[src/rtl/if_fetch_unit_pkg.sv]
// if_fetch_unit_pkg: fetch reset vector and 2-bit branch counter encodings
package if_fetch_unit_pkg;
    localparam logic [31:0] RESET_PC = 32'h0000_3000;
    typedef enum logic [1:0] {SNT = 2'b00, WNT = 2'b01, WT = 2'b10, ST = 2'b11} cnt_t;
    function automatic cnt_t cnt_next(input cnt_t c, input logic taken);
        return taken ? (c == ST ? ST : cnt_t'(c + 2'd1)) : (c == SNT ? SNT : cnt_t'(c - 2'd1));
    endfunction
endpackage

[src/rtl/if_fetch_unit_btb_2bit.sv]
// btb_2bit: direct-mapped branch target buffer with 2-bit saturating direction counters
module btb_2bit
    import if_fetch_unit_pkg::*;
#(
    parameter int IDX_W = 4
) (
    input  logic        clk,
    input  logic        rst,
    input  logic [31:0] lk_pc,
    output logic        pre,
    output logic [31:0] target,
    input  logic        upd_en,
    input  logic [31:0] upd_pc,
    input  logic        upd_taken,
    input  logic [31:0] upd_target
);
    localparam int N  = 1 << IDX_W;
    localparam int TW = 30 - IDX_W;
    logic              valid [N];
    logic [TW-1:0]     tag   [N];
    logic [31:0]       tgt   [N];
    cnt_t              cnt   [N];
    logic [IDX_W-1:0]  li, ui;
    logic              u_hit;
    logic              unused_low;
    assign unused_low = ^{lk_pc[1:0], upd_pc[1:0]};
    assign li     = lk_pc[IDX_W+1:2];
    assign ui     = upd_pc[IDX_W+1:2];
    assign pre    = valid[li] && tag[li] == lk_pc[31:IDX_W+2] && cnt[li][1];
    assign target = tgt[li];
    assign u_hit  = valid[ui] && tag[ui] == upd_pc[31:IDX_W+2];
    // Writes land on the edge, so a same-cycle lookup always sees the old entry
    always_ff @(posedge clk or posedge rst) begin
        if (rst) begin
            for (int i = 0; i < N; i++) begin
                valid[i] <= 1'b0;
                tag[i]   <= '0;
                tgt[i]   <= '0;
                cnt[i]   <= WNT;
            end
        end else if (upd_en) begin
            if (u_hit) begin
                cnt[ui] <= cnt_next(cnt[ui], upd_taken);
                if (upd_taken) tgt[ui] <= upd_target;
            end else if (upd_taken) begin
                valid[ui] <= 1'b1;
                tag[ui]   <= upd_pc[31:IDX_W+2];
                tgt[ui]   <= upd_target;
                cnt[ui]   <= WT;
            end
        end
    end
endmodule

[src/rtl/if_fetch_unit.sv]
// if_fetch_unit: PC register, BTB-predicted next-PC selection and stall/flush handling
module if_fetch_unit #(
    parameter logic [31:0] RESET_PC  = if_fetch_unit_pkg::RESET_PC,
    parameter int          BTB_IDX_W = 4
) (
    input  logic        clk,
    input  logic        rst,
    input  logic        wEn,
    input  logic        Flush,
    input  logic [31:0] redirect_pc,
    input  logic        upd_en,
    input  logic [31:0] upd_pc,
    input  logic        upd_taken,
    input  logic [31:0] upd_target,
    output logic [31:0] imem_addr,
    input  logic [31:0] imem_rdata,
    output logic [31:0] IF_pc,
    output logic [31:0] IF_instr,
    output logic [31:0] IF_pcadd4,
    output logic        pre
);
    logic [31:0] pc, btb_target, pred_next;
    btb_2bit #(.IDX_W(BTB_IDX_W)) u_btb (
        .clk        (clk),
        .rst        (rst),
        .lk_pc      (pc),
        .pre        (pre),
        .target     (btb_target),
        .upd_en     (upd_en),
        .upd_pc     (upd_pc),
        .upd_taken  (upd_taken),
        .upd_target (upd_target)
    );
    assign imem_addr = pc;
    assign IF_pc     = pc;
    assign IF_instr  = imem_rdata;
    assign IF_pcadd4 = pc + 32'd4;
    assign pred_next = pre ? btb_target : IF_pcadd4;
    // A flush overrides a stall: the mispredicted path must be abandoned now
    always_ff @(posedge clk or posedge rst) begin
        if (rst) pc <= RESET_PC;
        else if (Flush) pc <= redirect_pc & 32'hFFFF_FFFC;
        else if (wEn) pc <= pred_next & 32'hFFFF_FFFC;
    end
endmodule
[config.mk]
export PLATFORM = sky130hd
export DESIGN_NAME = if_fetch_unit
export DESIGN_NICKNAME = d
export VERILOG_FILES = /design/src/rtl/if_fetch_unit_pkg.sv /design/src/rtl/if_fetch_unit_btb_2bit.sv /design/src/rtl/if_fetch_unit.sv
export SDC_FILE = /design/constraint.sdc
export NUM_CORES = 2
export LEC_CHECK = 0
export ABC_CLOCK_PERIOD_IN_PS = 88700
export BUFFER_PORTS_ARGS = -buffer_cell sky130_fd_sc_hd__buf_2
export CORE_MARGIN = 2
export CORE_UTILIZATION = 25
export CTS_CLUSTER_DIAMETER = 100
export DETAILED_ROUTE_END_ITERATION = 7
export GPL_TIMING_DRIVEN = 0
export SLEW_MARGIN = 20
export SYNTH_ARGS = -nofsm -noshare
export SYNTH_HDL_FRONTEND = slang
export SYNTH_SLANG_ARGS = --single-unit
[constraint.sdc]
create_clock -name clk -period 88.7 [get_ports clk]
set_clock_uncertainty 0.1 [all_clocks]
set_input_delay 26.61 -clock clk [delete_from_list [all_inputs] [get_ports clk]]
set_output_delay 26.61 -clock clk [all_outputs]
set_load 0.03 [all_outputs]
==> reports/qor.yml <==
outcome:
  status: "finished, final reports clean"
job:
  cap_viol_max_count: 0
synth:
  syn_avg_cell_area_sq_um: 14.3
  netlist_instances: 3524
  syn_area_sq_mm: 0.0506
  yosysWarnings: 0
  synth_async_sr_flop_share: 1.00
  synthFlopType: "dfrtp_1"
  ys_types: 85
  synth_edf_count: 0
  yosysSeqAreaShare: 0.483
  synth-seq-cells: 974
setup_path:
  critPathSlowestCell: "buf_2"
  slowest_delay_ps: 170
  cp.required_ps: 61990
  cp-start-kind: "input pin"
  worstSetupPathType: "input pin to output port"
  cp_top_family: "buffers and inverters"
  cp_max_fo: 1
  crit_chain: "buf_4, buf_2"
  end_kind: "output port"
  crit_buf_inv: 2
  cp_data_arrival_time_ps: 26890
sta:
  max_freq_mhz: 18.7
  drv_slew: 0
  maxSlewHeadroom: 0.179
  setup-tns-final_ps: 0
  fin_crit_sh: 0.604
  hold_viol_final: 0
  tightest_slew_ps: 1230
  period_minus_slack_ps: 53600
  rsz0062_at_grt: "false"
  finalSetupViolations: 0
die:
  core_sq_mm: 0.201
  rows: 165
  start_util: 0.251
  dieArea_sq_mm: 0.206
  die_h_microns: 454
  num_io_pins: 263
  die_width_microns: 454
global_routing:
  grt_usage: 0.176
  grt.overflow.total: 0
  antenna_found_initial: 31
  first_global_vias: 34000
  grt_pass1_wl_mm: 260
  grt_max_degree: 109
hold_path:
  holdCritPathClass: "flop to flop"
routing:
  drtPass1Iterations: 6
  dr.first_iter.drc_count: 4005
  via_per_inst: 5.21
  wl_per_cell_microns: 28.1
  ant_nets: 0
  route.detailed.drc: 0
  wirelength_mm: 185
  vias: 34400
final_layout:
  synthToLayoutAreaGrowth_pct: 16.0
  fillers: 20400
  nets: 3972
  drive_above_1_share: 0.425
  multi_input_area_sq_mm: 0.0239
  ff_latch_area_sq_mm: 0.0244
clocking:
  cts-buffers-inserted: 101
  clock_latency_ps: 740
  cts_buffer_depth: 3
  clkTransAtPathRegs_ps: 60
  cts_resized: 0
  clock_sinks: 974
  cts_tree: "yes"
  post_cts_buffers: 0
  h-tree-depth: 3
  cts_root_buffer: "clkbuf_16"
  cts_hold_buf: 0
pwr:
  peakVddDrop_uv: 13.2
  p_leak_nw: 25.4
  cellPowerDensity_mw_per_mm2: 23.3
  power.total_mw: 1.37
placed_design:
  finalWeightedCongestion: 0.941
  port_buffers: 194
  dp_hpwl_mm: 131
area by class of cell:
class                   instances  area share
flip-flops and latches        974       0.416
clock buffers                 142      0.0497
plain buffers                 384      0.0364
well taps                    2672      0.0570
diodes                         15    0.000640
repair buffers                205      0.0214
clock inverters                40     0.00862
multi-input cells            2130       0.408
inverters                      41     0.00275
logic make-up after synthesis:
logic type	synth area share
compound gates	0.0421
xor+xnor	0.0121
fa+ha+maj	0.000643
buf+inv	0.0450
flops	0.483
mux	0.378
other cells	0.0000742
simple gates	0.0395
sequential cells by signal, summed over array words and instances, names as in the netlist:
register     cells
u_btb.cnt       32
IF_pc           30
u_btb.tgt      480
u_btb.tag      416
u_btb.valid     16
synth_stat cells (39+ instances only):
library cell	count	area share
dfrtp_1	956	0.47
mux2_2	744	0.17
mux4_2	295	0.13
mux2i_1	203	0.040
clkbuf_1	173	0.013
mux2_1	151	0.034
buf_4	99	0.015
nand2_1	74	0.0055
o21ai_0	63	0.0062
nor2_1	59	0.0044
buf_2	53	0.0052
xnor2_1	50	0.0087
a22oi_1	48	0.0071
a221oi_1	44	0.0076
inv_1	39	0.0029
metrics by stage:
| step | hold WS, ps | util | std cells | cell area (sq um) | setup WS, ps |
|---|---|---|---|---|---|
| after floorplan | 342 | - | 3529 | 50600 | 34620 |
| after global placement | 358 | 0.272 | 6395 | 54900 | 23700 |
| after detailed placement | 369 | 0.274 | 6406 | 55200 | 35100 |
| after CTS | 379 | 0.291 | 6588 | 58600 | 35100 |
| after global routing | 389 | 0.291 | 6597 | 58600 | 35090 |
| final | 383 | 0.291 | 6603 | 58700 | 35100 |
final timing paths:
path                                            from                    endpoint  cells after the start  slack [ps]
hold reg to reg            u_btb.cnt[10]$_DFFE_PP1P_   u_btb.cnt[10]$_DFFE_PP1P_                      2         380
setup reg to reg                IF_pc[3]$_DFFE_PP0P_       IF_pc[10]$_DFFE_PP0P_                     12       82350
min in group asynchronous                        rst  u_btb.tgt[507]$_DFFE_PP0P_                      2       25860
max in group asynchronous                        rst       IF_pc[13]$_DFFE_PP1P_                      6       60320
setup / recovery                      imem_rdata[19]                IF_instr[19]                      2       35100
hold / removal             u_btb.cnt[10]$_DFFE_PP1P_   u_btb.cnt[10]$_DFFE_PP1P_                      2         380
power breakdown:
group / switching (mW) / total, mW / internal (mW)
Sequential: 0.0568 / 0.586 / 0.529
Combinational: 0.171 / 0.330 / 0.159
Clock: 0.192 / 0.450 / 0.258
Total: 0.420 / 1.37 / 0.945
cells in the final DEF (no fill, tap or decap), drive strengths merged, types with 50 or more instances in the layout:
cell	netlist	layout
nand2	86	86
xnor2	50	50
dfrtp	956	956
mux4	297	297
mux2	915	915
o21ai	63	63
nor2	60	60
mux2i	203	203
clkbuf	173	315
buf	211	416
metal layers:
metal / up-vias / GRT usage / wire [microns]
li1: 13900 / - / -
met5: - / 0 / 121
met3: 412 / 0.0401 / 14800
met4: 12 / 0.0774 / 9890
met1: 18500 / 0.227 / 73800
met2: 1645 / 0.282 / 86600
(Power assumes the default switching activity.)
